[config.mk]
export PLATFORM = sky130hd
export DESIGN_NAME = spi_flash_reader
export DESIGN_NICKNAME = d
export VERILOG_FILES = /design/src/rtl/spi_flash_reader.sv
export SDC_FILE = /design/constraint.sdc
export NUM_CORES = 1
export LEC_CHECK = 0
export BUFFER_PORTS_ARGS = -buffer_cell sky130_fd_sc_hd__buf_2
export CORE_UTILIZATION = 30
export CTS_CLUSTER_SIZE = 30
export DETAILED_ROUTE_END_ITERATION = 7
export SLEW_MARGIN = 15
export SYNTH_ARGS = -nofsm -noshare
export SYNTH_HDL_FRONTEND = slang
export SYNTH_SLANG_ARGS = --single-unit
export TNS_END_PERCENT = 30
[constraint.sdc]
create_clock -name clk -period 5.08 [get_ports clk]
set_input_delay 0.508 -clock clk [delete_from_list [all_inputs] [get_ports clk]]
set_output_delay 0.508 -clock clk [all_outputs]
set_load 0.005 [all_outputs]
[src/rtl/spi_flash_reader.sv]
`default_nettype none
// ============================================================================
//  Module   : spi_flash_reader
//  Purpose  : SPI (mode 0) master that reads a block of bytes from a serial
//             NOR flash, using READ (0x03), FAST_READ (0x0B + dummy byte) or
//             JEDEC ID (0x9F), and streams the bytes out through a
//             valid/ready register with back-pressure.
//  Ports    : clk, rst_n            - system clock / async active-low reset
//             start, mode, addr, len- transaction request (captured in IDLE)
//             rd_data, rd_valid,
//             rd_ready              - received byte stream
//             busy, done            - transaction status
//             spi_cs, spi_clk,
//             spi_mosi, spi_miso    - flash interface
//  Revision : 1.0 - initial release
// ============================================================================
module spi_flash_reader #(
    parameter int CLK_DIV   = 2,
    parameter int LEN_W     = 16,
    parameter int FAST_READ = 0
) (
    input  logic             clk,
    input  logic             rst_n,
    input  logic             start,
    input  logic             mode,
    input  logic [23:0]      addr,
    input  logic [LEN_W-1:0] len,
    output logic [7:0]       rd_data,
    output logic             rd_valid,
    input  logic             rd_ready,
    output logic             busy,
    output logic             done,
    output logic             spi_cs,
    output logic             spi_clk,
    output logic             spi_mosi,
    input  logic             spi_miso
);

    localparam int DIV_W = (CLK_DIV > 1) ? $clog2(CLK_DIV) : 1;
    localparam int GAP_W = $clog2(2 * CLK_DIV);
    localparam logic [DIV_W-1:0] C_DIV_MAX = DIV_W'(CLK_DIV - 1);
    localparam logic [GAP_W-1:0] C_GAP_MAX = GAP_W'(2 * CLK_DIV - 1);

    typedef enum logic [3:0] {
        S_IDLE, S_CS_SETUP, S_CMD, S_ADDR, S_DUMMY,
        S_DATA, S_STALL, S_CS_HOLD, S_DONE
    } state_t;

    state_t             state_q, state_d;
    logic [DIV_W-1:0]   div_q, div_d;
    logic [GAP_W-1:0]   gap_q, gap_d;
    logic               sclk_q, sclk_d;
    logic               cs_q, cs_d;
    logic               mosi_q, mosi_d;
    logic [30:0]        tx_q, tx_d;      // bits still to send after mosi_q
    logic [7:0]         rx_q, rx_d;
    logic [2:0]         bit_q, bit_d;    // rising edges seen in current byte
    logic [1:0]         idx_q, idx_d;    // address byte index
    logic [LEN_W-1:0]   cnt_q, cnt_d;    // bytes still to receive
    logic               mode_q, mode_d;
    logic               pend_q, pend_d;  // rx_q holds a complete, unloaded byte
    logic [7:0]         rd_data_q, rd_data_d;
    logic               rd_valid_q, rd_valid_d;

    logic               w_shift, w_tick, w_rise, w_fall, w_load, w_byte_end;
    logic [7:0]         w_cmd;

    always_comb begin
        state_d    = state_q;
        div_d      = div_q;
        sclk_d     = sclk_q;
        cs_d       = cs_q;
        mosi_d     = mosi_q;
        tx_d       = tx_q;
        rx_d       = rx_q;
        bit_d      = bit_q;
        idx_d      = idx_q;
        cnt_d      = cnt_q;
        mode_d     = mode_q;
        pend_d     = pend_q;
        rd_data_d  = rd_data_q;
        rd_valid_d = rd_valid_q;

        w_cmd      = mode ? 8'h9F : ((FAST_READ != 0) ? 8'h0B : 8'h03);
        w_shift    = (state_q == S_CMD) || (state_q == S_ADDR) ||
                     (state_q == S_DUMMY) || (state_q == S_DATA);
        w_tick     = (div_q == '0);
        w_rise     = w_shift && w_tick && !sclk_q;
        w_fall     = w_shift && w_tick && sclk_q;
        // A fall with bit_q wrapped to 0 closes a byte (8 rises already seen).
        w_byte_end = w_fall && (bit_q == 3'd0);
        w_load     = pend_q && (!rd_valid_q || rd_ready);

        // Minimum CS-high time: counter restarts whenever CS is low.
        gap_d = cs_q ? ((gap_q != '0) ? gap_q - 1'b1 : '0) : C_GAP_MAX;

        // Output register: a new byte may replace one accepted this cycle.
        if (w_load) begin
            rd_data_d  = rx_q;
            rd_valid_d = 1'b1;
            pend_d     = 1'b0;
        end else if (rd_valid_q && rd_ready) begin
            rd_valid_d = 1'b0;
        end

        if (w_shift) begin
            div_d = w_tick ? C_DIV_MAX : div_q - 1'b1;
        end
        if (w_rise) begin
            sclk_d = 1'b1;
            rx_d   = {rx_q[6:0], spi_miso};
            bit_d  = bit_q + 3'd1;
            if (state_q == S_DATA && bit_q == 3'd7) begin
                pend_d = 1'b1;
                cnt_d  = cnt_q - 1'b1;
            end
        end
        if (w_fall) begin
            sclk_d = 1'b0;
            mosi_d = tx_q[30];
            tx_d   = {tx_q[29:0], 1'b0};
        end

        case (state_q)
            S_IDLE: begin
                if (start) begin
                    mode_d = mode;
                    cnt_d  = len;
                    bit_d  = 3'd0;
                    idx_d  = 2'd0;
                    if (len == '0) begin
                        // Empty request: CS stays high, finish via CS_HOLD.
                        state_d = S_CS_HOLD;
                        div_d   = '0;
                    end else begin
                        state_d = S_CS_SETUP;
                        div_d   = C_DIV_MAX;
                        mosi_d  = w_cmd[7];
                        tx_d    = {w_cmd[6:0], (mode ? 24'h0 : addr)};
                        if (gap_q == '0) begin
                            cs_d = 1'b0;
                        end
                    end
                end
            end
            S_CS_SETUP: begin
                if (cs_q) begin
                    if (gap_q == '0) begin
                        cs_d = 1'b0;
                    end
                end else if (div_q == '0) begin
                    state_d = S_CMD;
                    div_d   = '0;   // first rising edge right away
                end else begin
                    div_d = div_q - 1'b1;
                end
            end
            S_CMD: begin
                if (w_byte_end) begin
                    state_d = mode_q ? S_DATA : S_ADDR;
                end
            end
            S_ADDR: begin
                if (w_byte_end) begin
                    if (idx_q == 2'd2) begin
                        state_d = (FAST_READ != 0) ? S_DUMMY : S_DATA;
                    end else begin
                        idx_d = idx_q + 2'd1;
                    end
                end
            end
            S_DUMMY: begin
                if (w_byte_end) begin
                    state_d = S_DATA;
                end
            end
            S_DATA: begin
                if (w_byte_end) begin
                    if (cnt_q == '0) begin
                        state_d = S_CS_HOLD;
                        div_d   = C_DIV_MAX;
                    end else if (pend_q && !w_load) begin
                        state_d = S_STALL;
                    end
                end
            end
            S_STALL: begin
                if (w_load) begin
                    state_d = S_DATA;
                    div_d   = C_DIV_MAX;
                end
            end
            S_CS_HOLD: begin
                if (div_q != '0) begin
                    div_d = div_q - 1'b1;
                end else begin
                    cs_d = 1'b1;
                    // done only once the last byte has left the output register
                    if (!pend_q && (!rd_valid_q || rd_ready)) begin
                        state_d = S_DONE;
                    end
                end
            end
            S_DONE: begin
                state_d = S_IDLE;
            end
            default: begin
                state_d = S_IDLE;
            end
        endcase
    end

    always_ff @(posedge clk or negedge rst_n) begin
        if (!rst_n) begin
            state_q    <= S_IDLE;
            div_q      <= '0;
            gap_q      <= '0;
            sclk_q     <= 1'b0;
            cs_q       <= 1'b1;
            mosi_q     <= 1'b0;
            tx_q       <= '0;
            rx_q       <= '0;
            bit_q      <= '0;
            idx_q      <= '0;
            cnt_q      <= '0;
            mode_q     <= 1'b0;
            pend_q     <= 1'b0;
            rd_data_q  <= '0;
            rd_valid_q <= 1'b0;
        end else begin
            state_q    <= state_d;
            div_q      <= div_d;
            gap_q      <= gap_d;
            sclk_q     <= sclk_d;
            cs_q       <= cs_d;
            mosi_q     <= mosi_d;
            tx_q       <= tx_d;
            rx_q       <= rx_d;
            bit_q      <= bit_d;
            idx_q      <= idx_d;
            cnt_q      <= cnt_d;
            mode_q     <= mode_d;
            pend_q     <= pend_d;
            rd_data_q  <= rd_data_d;
            rd_valid_q <= rd_valid_d;
        end
    end

    assign spi_cs   = cs_q;
    assign spi_clk  = sclk_q;
    assign spi_mosi = mosi_q;
    assign rd_data  = rd_data_q;
    assign rd_valid = rd_valid_q;
    assign busy     = (state_q != S_IDLE) && (state_q != S_DONE);
    assign done     = (state_q == S_DONE);

endmodule
`default_nettype wire

Word-level counts from Yosys, hierarchy flattened
Cells that the tools add are included.
{"block": "totals", "regBits": 81, "input_bits": 46, "wordCells": 144}
{"block": "classes", "add_sub_neg": 5, "eq_ne": 26, "muxes": 64, "n_bitwise": 1, "reduce_logical": 33}
{"cell": "31-bit two-way mux", "count": 4}
{"cell": "16-bit two-way mux", "count": 4}
{"cell": "4-bit two-way mux", "count": 13}
{"cell": "16-bit logical NOT", "count": 2}
{"cell": "4-bit one-hot mux with 8 select lines", "count": 1}
{"cell": "1-bit two-way mux", "count": 27}
{"cell": "2-bit inequality test, second input constant", "count": 13}
{"cell": "24-bit two-way mux", "count": 1}
{"cell": "4-bit by 3-bit equality test with 1-bit output, second input constant", "count": 4}
{"cell": "16-bit by 1-bit subtractor with 16-bit output, second input constant", "count": 1}
{"cell": "3-bit two-way mux", "count": 5}
{"cell": "12-bit AND reduction", "count": 1}
{"cell": "1-bit logical AND", "count": 10}
{"cell": "2-bit two-way mux", "count": 5}
{"cell": "4-bit by 2-bit equality test with 1-bit output, second input constant", "count": 2}
{"cell": "8-bit two-way mux", "count": 1}
{"cell": "2-bit nonzero test", "count": 4}
{"cell": "1-bit one-hot mux with 5 select lines", "count": 1}
{"cell": "5-bit AND reduction", "count": 1}
{"cell": "4-bit by 1-bit equality test with 1-bit output, second input constant", "count": 1}
{"cell": "4-bit equality test, second input constant", "count": 1}
{"cell": "1-bit logical NOT", "count": 4}
{"cell": "4-bit logical NOT", "count": 1}
{"cell": "1-bit logical OR", "count": 4}
{"cell": "other kinds (18)", "count": 18}

Depth between registers and ports, before layout
Gate-level depths: netlist of the first run.
{"block": "depth", "word_depth": 10, "ltp_mapped": 11}

Least setup slack after synthesis of the first run
OpenSTA, ideal clock, no wires.
{"block": "synth_path", "kind": "register to register", "startpoint": "register state_q[1]", "endpoint": "register state_q[1]", "setup_ns": 0.128, "arrival_ns": 2.202, "required_ns": 4.952, "slack_ns": 2.750, "path_stages_with_launch": 10, "cell_sequence": "dfrtp_1 buf_6 xnor2_1 nor2_1 ha_1 buf_2 nand4b_1 a221o_2 nor4_4 mux2_1"}
{"block": "synth_via", "elab_chain_cells": 9, "elab_cells_between_ends": 28, "cone_classes": "eq/ne: 19; mux: 1; reduce/logical: 8"}
{"item": "start: declaration", "line": "49", "source": "state_t state_q, state_d;"}
{"item": "start signal: assignment", "line": "231", "source": "state_q <= state_d;"}
{"item": "4-bit by 2-bit equality test with 1-bit output", "line": "85, 124"}
{"item": "1-bit logical OR (2 in a row)", "line": "85", "source": "w_shift = (state_q == S_CMD) || (state_q == S_ADDR) ||"}
{"item": "1-bit logical OR", "line": "86", "source": "(state_q == S_DUMMY) || (state_q == S_DATA);"}
{"item": "1-bit logical AND (2 in a row)", "line": "89", "source": "w_fall = w_shift && w_tick && sclk_q;"}
{"item": "1-bit logical AND", "line": "91", "source": "w_byte_end = w_fall && (bit_q == 3'd0);"}
{"item": "2-bit inequality test (no line)"}
{"item": "12-bit AND reduction (no line)"}
Several ways; a longest one is shown, not always the timed one.
A chain may end at the register's enable or synchronous reset.

Worst setup path in the final report of the first run
{"block": "layout_path", "startpoint": "register state_q[1]", "endpoint": "register cnt_q[2]"}
{"block": "layout_via", "elab_chain_cells": 9, "elab_cells_between_ends": 15, "cone_classes": "eq/ne: 4; mux: 4; reduce/logical: 7"}
{"item": "4-bit by 2-bit equality test with 1-bit output", "line": "85"}
{"item": "1-bit logical OR (2 in a row)", "line": "85"}
{"item": "1-bit logical OR", "line": "86"}
{"item": "1-bit logical AND (2 in a row)", "line": "88", "source": "w_rise = w_shift && w_tick && !sclk_q;"}
{"item": "16-bit two-way mux", "line": "109", "source": "if (w_rise) begin"}
{"item": "16-bit two-way mux", "line": "126", "source": "if (start) begin"}
{"item": "16-bit two-way mux *", "line": "124", "source": "case (state_q)"}
{"item": "named net cnt_d[2]", "line": "59", "source": "logic [LEN_W-1:0] cnt_q, cnt_d;"}
{"item": "end signal: assignment", "line": "241", "source": "cnt_q <= cnt_d;"}
{"item": "end: declaration", "line": "59"}
Mark *: on every way through the listed nets, which the timed path passes. The rest lies on a longest branch.

==> results.md, run 1 <==
- First-pass GRT wire length: 15500 µm
- Leak: 0.00201 µW
- Final Skew: 0.00522 ns
- Initial core utilization: 0.314
- Most common flop cell mapped by yosys: dfrtp_1
- Cell area power density: 282 nW/µm²
- Min Tclk post-route: 3.11 ns
- Final setup vio count: 0
- Critical-path maximum fanout: 20
- Slew Limit Fails: 0
- Post-route ant nets: 0
- Syn_nets: 474
- Largest net degree at the start of global routing: 82
- Ports: 60
- Critical Path AT: 3.33 ns
- Via count: 3178
- Synth area leader: dfrtp_1
- Worst Setup Start Kind: flop
- TritonCTS clock tree: done
- Post-synthesis cell area: 4020 µm²
- Unrepaired setup endpoints after global routing: no
- Non-filler instance count after layout: 643
- Initial antenna violation count: 0
- Fin Setup TNS: 0 ns
- Hold_buf cts: 0
- Top post-synthesis cells by area: dfrtp_1, nand2_1, mux2_2, a31oi_1, a21oi_1
- Worst R2R Path Depth: 8
- Post-synth EDFFs: 0
- Vias per inst: 4.94
- Most common cell in the netlist: nand2_1
- Dpl cells: 627
- Worst Tran Pin Value: 1.06 ns
- Slew headroom: 0.293
- Horiz. Die Dim: 118 µm
- Post-synth top area share: 0.498
- Number of hold-slack violations in the final timing report: 0
- Clock-pin slew on the worst setup and hold paths: 0.06 ns
- Worst setup path startpoint: state_q[1]$_DFFE_PN0P_
- Rows: 41
- Critical Path End Type: flop
- CTS sink count: 81
- Die span in y: 118 µm
- Placed wire-length estimate: 5970 µm
- Worst EP required: 5.30 ns
- GRT Residual Overflow: 0
- Distinct cells, synth: 51
- Diodes inserted: 0
- Total CTS buffers: 9
- Die area: 13900 µm²
- GP Congestion: 0.815
- DR WL/cell: 13.8 µm
- DR iter-0 viols: 204
- Max-Cap Viols: 0
- Area growth syn-to-layout: 17.4%
- CTS resizes: 0
- Async SR Flop Fraction: 1.00
- VDD IR max: 0.167 mV
- Reg2Reg Launch Point: state_q[1]$_DFFE_PN0P_
- Number of global-route vias before repair: 3215
- GRT Util Overall: 0.137
- Yosys warns: 0
- Post-CTS Setup Bufs: 0
- Max H-tree Level: 3
- Fmax: 0.322 GHz
- Share of layout cells above drive strength 1: 0.214
- Seq/Total Area, Yosys: 0.504
- Drt total wl: 8860 µm
- Commonest cells post-synth: nand2_1, dfrtp_1, a21oi_1, a31oi_1
- Clock Path Buffers: 2
- Status: finished clean
- Number of nets in the layout: 519
- Multi-input logic area: 1840 µm²
- Clock insertion delay at the later pin of the skew report: 0.33 ns
- Fillers: 1317
- Mapped Cells: 421
- Final period util: 0.612
- Crit Path Class: flop to flop
- Remaining DRCs: 0
- Clock root cell: clkbuf_16
- Yosys reg bits: 81
- Core area: 12800 µm²
- Avg Cell Area, Syn: 9.56 µm²
- HP Class: primary input to async pin
- Register area: 2030 µm²
- Buffers on Ports: 59
- 1st-pass router iterations: 4
==> critical path: stages, from the launching register on <==
cell and delay, ns:
dfrtp_1 0.69, xnor2_1 0.17, nor2_1 0.16, ha_1 0.31, nor2b_1 0.82, and3_1 0.36
nand2_1 0.10, xnor2_1 0.12, mux2_2 0.26
==> cell families (layout without fill, tap and decap cells) <==
group / Yosys count / after routing / share of synthesized area
simple gates: 165 / 165 / 0.197
mux: 23 / 23 / 0.0631
buf+inv: 37 / 87 / 0.0398
fa+ha+maj: 7 / 7 / 0.0218
flops: 81 / 81 / 0.504
compound gates: 90 / 90 / 0.136
xor+xnor: 18 / 18 / 0.0392
==> cell type report <==
type | count | share of cell area
sequential | 81 | 0.429
inverter | 10 | 0.00794
clock buffer | 13 | 0.0530
clock inverter | 3 | 0.00900
timing repair buffer | 61 | 0.0662
tap | 172 | 0.0456
multi-input combinational | 303 | 0.389
==> per-layer routing <==
layer  global-route usage  part of all wire  routed length [µm]  vias to the layer above
met3               0.0300             0.046                 412                       14
met1                0.189              0.47                4190                     1533
met5                    0                 0                   0                        -
met2                0.207              0.46                4110                       70
met4               0.0529             0.017                 150                        0
li1                     -                 -                   -                     1561
==> power breakdown <==
part	total, µW	leakage [µW]	switching, µW	internal (µW)
clock	642	0.000140	248	394
combinational	39.9	0.000971	24.2	15.7
sequential	651	0.000901	2.26	649
total	1330	0.00201	274	1060
==> through the flow <==
step	power [µW]	setup slack, ns	utilization	area, µm²	hold WS [ns]
6_report	1330	1.97	0.368	4720	0.344
5_1_grt	1380	1.60	0.368	4720	0.420
4_1_cts	1350	1.95	0.368	4720	0.398
3_5_place_dp	704	1.91	0.345	4430	0.466
3_3_place_gp	703	2.04	0.345	4430	0.459
2_1_floorplan	668	2.75	-	4020	0.212
==> cell usage in the layout (no fill, tap or decap), types with 6 or more instances in the layout <==
master / count
clkbuf_16: 9
nor4_1: 9
a21oi_1: 28
nor2_1: 16
mux2_2: 17
inv_1: 9
o21ai_1: 10
nand3_1: 7
buf_2: 58
a31oi_1: 28
ha_1: 7
nand2_1: 91
dfrtp_1: 80
xor2_1: 6
xnor2_1: 12
o21ai_0: 10
nand4_1: 6
==> registers in the layout, indices dropped and copies added (netlist names), 2 cells and up <==
signal and count:
bit_q 3, cnt_q 16, gap_q 2, idx_q 2, rd_data 8, rx_q 8, state_q 4, tx_q 31
==> final timing paths <==
kind	endpoint	slack (ns)
hold / removal	tx_q[12]$_DFF_PN0_	0.34
setup reg to reg	cnt_q[2]$_DFF_PN0_	1.97
setup / recovery	cnt_q[2]$_DFF_PN0_	1.97
hold reg to reg	gap_q[1]$_DFF_PN0_	0.48
min in group clk	cnt_q[3]$_DFF_PN0_	0.41
max in group asynchronous	rx_q[0]$_DFFE_PN0P_	4.08
(Power assumes the default switching activity.)
==> run 2: changes to the inputs <==
--- a/config.mk
+++ b/config.mk
@@ -5,6 +5,7 @@
 export SDC_FILE = /design/constraint.sdc
 export NUM_CORES = 1
 export LEC_CHECK = 0
+export ABC_AREA = 1
 export BUFFER_PORTS_ARGS = -buffer_cell sky130_fd_sc_hd__buf_2
 export CORE_UTILIZATION = 30
 export CTS_CLUSTER_SIZE = 30
==> constraint.sdc (replaced) <==
create_clock -name clk -period 3.15 [get_ports clk]
set_input_delay 0.315 -clock clk [delete_from_list [all_inputs] [get_ports clk]]
set_output_delay 0.315 -clock clk [all_outputs]
set_load 0.005 [all_outputs]
==> results.md, run 2 <==
- Status: finished clean
- Number of nets in the layout: 664
- Rows: 43
- Fin Setup TNS: 0 ns
- GRT Util Overall: 0.143
- Placed wire-length estimate: 7090 µm
- Critical-path maximum fanout: 6
- Post-route ant nets: 0
- First-pass GRT wire length: 16800 µm
- Post-layout instance area: 5130 µm²
- Total CTS buffers: 9
- Final period util: 0.697
- Worst R2R Path Depth: 12
- Number of global-route vias before repair: 3551
- Min Tclk post-route: 2.20 ns
- Critical Path Slowest Stage Cell: dfrtp_1
- Most frequent cells in the layout: nand2_1, nor2_1, dfrtp_1
- Met3 wire len: 531 µm
- Top reg by flops: tx_q
- Synth area leader: dfrtp_1
- CTS resizes: 0
- Hold_buf cts: 0
- Fillers: 1478
- GRT Residual Overflow: 0
- Vias per inst: 4.67
- Critical Path AT: 2.45 ns
- Post-CTS Setup Bufs: 0
- Die area: 15000 µm²
- Critical path endpoint: idx_q[0]$_DFFE_PN0P_
- Worst Tran Pin Value: 1.04 ns
- Register area: 2030 µm²
- Post-synth top area share: 0.459
- Unrepaired setup endpoints after global routing: no
- Initial core utilization: 0.311
- M1 WL: 4860 µm
- Critical Path End Type: flop
- Final setup vio count: 0
- DR WL/cell: 12.6 µm
- GP Congestion: 0.905
- Most common flop cell mapped by yosys: dfrtp_1
- Horiz. Die Dim: 123 µm
- Placed instance area: 4810 µm²
- Area growth syn-to-layout: 17.6%
- Share of layout cells above drive strength 1: 0.183
- TritonCTS clock tree: done
- Fmax: 0.455 GHz
- Max-Cap Viols: 0
- Yosys warns: 0
- Worst Setup Start Kind: flop
- Clock Path Buffers: 2
- Cell area power density: 931 nW/µm²
- Post-synthesis cell area: 4360 µm²
- Final Skew: 0.0121 ns
- Top Registers: tx_q: 31 flops, cnt_q: 16 flops
- Most common cell in the netlist: nand2_1
- DR iter-0 viols: 202
- Remaining DRCs: 0
- Ports: 60
- Reg2Reg Launch Point: state_q[3]$_DFFE_PN0P_
- R2r endpoint: idx_q[0]$_DFFE_PN0P_
- Die span in y: 123 µm
- Dpl cells: 780
- Largest register FFs: 31
- Slew headroom: 0.307
- Drt total wl: 10000 µm
- Commonest cells post-synth: nand2_1, nor2_1, dfrtp_1, inv_1, nand3_1
- Avg Cell Area, Syn: 7.85 µm²
- Slew Limit Fails: 0
- Non-filler instance count after layout: 796
- CP Cell Sequence: inv_1, nand2_4, nor2_8, inv_1, nand4_1, ha_1, nand2_1, nor2_1, nor2_1, nor3_2, nand3_1, o21ai_1
- Syn_nets: 609
- Clock-pin slew on the worst setup and hold paths: 0.07 ns
- Core area: 14000 µm²
- Post-synth EDFFs: 0
- Top post-synthesis cells by area: dfrtp_1, nand2_1, nor2_1, inv_1, nand3_1
- Initial antenna violation count: 0
- Leak: 0.00252 µW
- Worst EP required: 3.40 ns
- Distinct cells, synth: 40
- Largest net degree at the start of global routing: 82
- Yosys reg bits: 81
- Max H-tree Level: 3
- VDD IR max: 0.293 mV
- Clock insertion delay at the later pin of the skew report: 0.34 ns
- Clock root cell: clkbuf_16
- Via count: 3714
- Seq/Total Area, Yosys: 0.465
- Multi-input logic area: 1960 µm²
- CTS sink count: 81
- Worst setup path startpoint: state_q[3]$_DFFE_PN0P_
- Most common cell after layout, fill and taps aside: nand2_1
- Crit-path max cell delay: 0.40 ns
- Async SR Flop Fraction: 1.00
- Reg2Reg Setup Slack: 0.95 ns
- Routed met2 length: 4560 µm
- HP Class: primary input to async pin
- Number of hold-slack violations in the final timing report: 0
- Buffers on Ports: 59
- Top layer in use: met4
- 1st-pass router iterations: 4
- Mapped Cells: 556
- Crit Path Class: flop to flop
- Diodes inserted: 0
[run 2: cell count changes in the layout (fill, tap and decap cells not counted), sizes merged, moves of 11 or more]
cell	before	now
a21oi	28	13
a31oi	28	3
inv	10	73
mux2	19	1
nand2	92	115
nand3	7	51
nor2	16	110
o21ai	20	38
o31ai	0	23
xnor2	12	1
[run 2: critical path, delay by kind of cell (launching register included)]
family	cells	cell delay, ns
DFF	1	0.40
AOI/OAI and AO/OA	1	0.17
buffers and inverters	2	0.20
adders and majority gates	1	0.19
and+or+nand+nor	8	1.13
[run 2: power by group]
| part | internal [µW] | switching [µW] |
|---|---|---|
| logic | 699 | 1190 |
| clock network | 657 | 470 |
| registers | 1480 | 278 |
[run 2: final cells by class]
type                    count  share of cell area
clock buffers              10              0.0466
clock inverters             6              0.0158
inverters                  70              0.0517
multi-input cells         386               0.383
flip-flops and latches     81               0.395
well taps                 180              0.0439
repair buffers             63              0.0639
[run 2: cell families after synthesis]
| kind of cell | Yosys count | share of synthesized area |
|---|---|---|
| fa+ha+maj | 7 | 0.0201 |
| mux | 1 | 0.00258 |
| xor+xnor | 5 | 0.0100 |
| buf+inv | 89 | 0.0851 |
| compound gates | 84 | 0.114 |
| simple gates | 289 | 0.303 |
| flops | 81 | 0.465 |
[run 2: metrics by stage]
step / power (µW) / hold slack [ns] / setup WS, ns / util
finish: 4780 / 0.130 / 0.953 / 0.365
global route: 5210 / 0.193 / 0.657 / 0.365
CTS: 4840 / 0.179 / 0.921 / 0.365
detailed placement: 3670 / 0.472 / 0.936 / 0.343
global placement: 3630 / 0.466 / 0.983 / 0.343
floorplan: 3220 / 0.0194 / 1.14 / -
[run 2: worst min-delay path by stage]
stage                           start  depth (start not counted)                endpoint  slack [ns]
2_1_floorplan                   rst_n                          0      bit_q[0]$_DFF_PN0_        0.02
3_3_place_gp     idx_q[0]$_DFFE_PN0P_                          1    idx_q[0]$_DFFE_PN0P_        0.47
3_5_place_dp   rd_data[1]$_DFFE_PN0P_                          2  rd_data[1]$_DFFE_PN0P_        0.47
4_1_cts                      spi_miso                          3     rx_q[0]$_DFFE_PN0P_        0.18
5_1_grt                      spi_miso                          3     rx_q[0]$_DFFE_PN0P_        0.19
6_report                        rst_n                          1        pend_q$_DFF_PN0_        0.13
[run 2: per-layer routing]
layer  GRT usage  up-vias
li1            -     1901
met1       0.193     1725
met2       0.227       82
met3      0.0321        6
met4      0.0442        0
met5           0        -
==> run 3: changes to the inputs <==
==> constraint.sdc (replaced) <==
create_clock -name clk -period 2.1 [get_ports clk]
set_input_delay 0.21 -clock clk [delete_from_list [all_inputs] [get_ports clk]]
set_output_delay 0.21 -clock clk [all_outputs]
set_load 0.005 [all_outputs]
==> results.md, run 3 (synthesized netlist as in run 2, its figures left out) <==
- Status: finished clean
- Worst R2R Path Depth: 12
- Largest register FFs: 31
- Via count: 3920
- GRT Residual Overflow: 0
- CP top delay family: simple AND/OR/NAND/NOR gates
- Top Registers: tx_q: 31 flops, cnt_q: 16 flops
- Fin util: 0.386
- Final Skew: 0.00659 ns
- Fmax: 0.479 GHz
- Max H-tree Level: 3
- Total Power: 7480 µW
- Hold_sp: spi_miso
- VDD IR max: 0.546 mV
- Non-filler instance count after layout: 817
- Crit Path Class: flop to flop
- Placed wire-length estimate: 7500 µm
- CTS sink count: 81
- Critical Path Slowest Stage Cell: dfrtp_2
- Post-route ant nets: 0
- DR WL/cell: 13.1 µm
- Top reg by flops: tx_q
- Cell area power density: 1380 nW/µm²
- Most common cell after layout, fill and taps aside: nand2_1
- Area growth syn-to-layout: 24.1%
- Worst setup path startpoint: state_q[2]$_DFFE_PN0P_
- Rows: 43
- Min Tclk post-route: 2.09 ns
- Critical path depth: 12
- Initial antenna violation count: 0
- 1st-pass router iterations: 5
- TritonCTS clock tree: done
- Reg2Reg Setup Slack: 0.01 ns
- Vias per inst: 4.80
- Number of nets in the layout: 685
- Worst Setup Start Kind: flop
- Critical-path maximum fanout: 7
- Drt total wl: 10700 µm
- Clock insertion delay at the later pin of the skew report: 0.35 ns
- Final period util: 0.994
- HP Class: primary input to flop
- First-pass GRT wire length: 17300 µm
- Worst Tran Pin Value: 0.700 ns
- Largest net degree at the start of global routing: 42
- Die area: 15000 µm²
- Total CTS buffers: 9
- Leak: 0.00261 µW
- Unrepaired setup endpoints after global routing: yes
- WP buf/inv: 0
- Number of global-route vias before repair: 3691
- CP Cell Sequence: nor2_4, nand3_2, nand4_1, ha_2, nand2_2, nor2_4, nand2_4, nor2_8, nand4_1, nand2_1, nand2_1, a21oi_1
- Buffers on Ports: 59
- Horiz. Die Dim: 123 µm
- Fillers: 1429
- Diodes inserted: 0
- Dpl cells: 791
- Worst EP required: 2.37 ns
- Number of hold-slack violations in the final timing report: 0
- Worst hold margin: 0.0797 ns
- Clock Path Buffers: 2
- Share of layout cells above drive strength 1: 0.237
- Crit-path max cell delay: 0.45 ns
- Critical path endpoint: cnt_q[13]$_DFF_PN0_
- Initial core utilization: 0.311
- Critical Path AT: 2.36 ns
- Ports: 60
- Max-Cap Viols: 0
- Clock-pin slew on the worst setup and hold paths: 0.07 ns
- GP Congestion: 1.01
- Critical Path End Type: flop
- Most frequent cells in the layout: nand2_1, nor2_1, dfrtp_1
- Slew headroom: 0.530
- Final setup vio count: 0
- Reg2Reg Launch Point: state_q[2]$_DFFE_PN0P_
- Slew Limit Fails: 0
- GRT Util Overall: 0.149
- R2r endpoint: cnt_q[13]$_DFF_PN0_
- Remaining DRCs: 0
- Core area: 14000 µm²
- DR iter-0 viols: 244
- Clock root cell: clkbuf_16
- Die span in y: 123 µm
-- run 3: metal layers --
layer | track usage | part of all wire | vias up
met5 | 0 | 0 | -
met4 | 0.0495 | 0.017 | 0
met3 | 0.0493 | 0.057 | 18
met2 | 0.233 | 0.46 | 98
met1 | 0.193 | 0.46 | 1862
li1 | - | - | 1942
-- run 3: through the flow --
stage	setup TNS (ns)	worst slack, ns	cell area [µm²]
2_1_floorplan	0	0.0946	4360
3_3_place_gp	0	0.0604	4960
3_5_place_dp	-0.0780	-0.0307	4960
4_1_cts	0	0.0162	5260
5_1_grt	-2.11	-0.138	5410
6_report	0	0.0120	5410
-- run 3: worst min-delay path by stage --
stage / endpoint / slack (ns) / depth (start not counted)
global route: tx_q[9]$_DFF_PN0_ / 0.09 / 3
floorplan: bit_q[0]$_DFF_PN0_ / -0.09 / 0
CTS: rx_q[0]$_DFFE_PN0P_ / 0.07 / 3
global placement: cnt_q[15]$_DFF_PN0_ / 0.23 / 1
finish: rx_q[0]$_DFFE_PN0P_ / 0.08 / 3
detailed placement: cnt_q[15]$_DFF_PN0_ / 0.25 / 1
-- run 3: final cells by class --
type / count / area, µm² / area share
Multi-Input combinational cell: 386 / 2040 / 0.376
Sequential cell: 81 / 2030 / 0.375
Timing Repair Buffer: 84 / 568 / 0.105
Inverter: 70 / 265 / 0.0490
Clock buffer: 9 / 225 / 0.0416
Tap cell: 180 / 225 / 0.0416
Clock inverter: 7 / 62.6 / 0.0116
-- run 3: tightest hold or removal path, delay by kind of cell --
family                 cells  cell delay, ns
AOI/OAI and AO/OA          1            0.07
and+or+nand+nor            1            0.04
buffers and inverters      1            0.07
-- run 3: power by group --
group          internal, µW  switching, µW
Clock                   823            714
Combinational          1330           1970
Sequential             2220            432
-- run 3: what timing repair did --
item,4_1_cts,5_1_grt
hold buffers,1,0
hold endpoints to repair,40,0
setup endpoints to repair,10,49
resized for setup,2,26
setup buffers,0,8
cloned,0,1
pin swaps,0,16
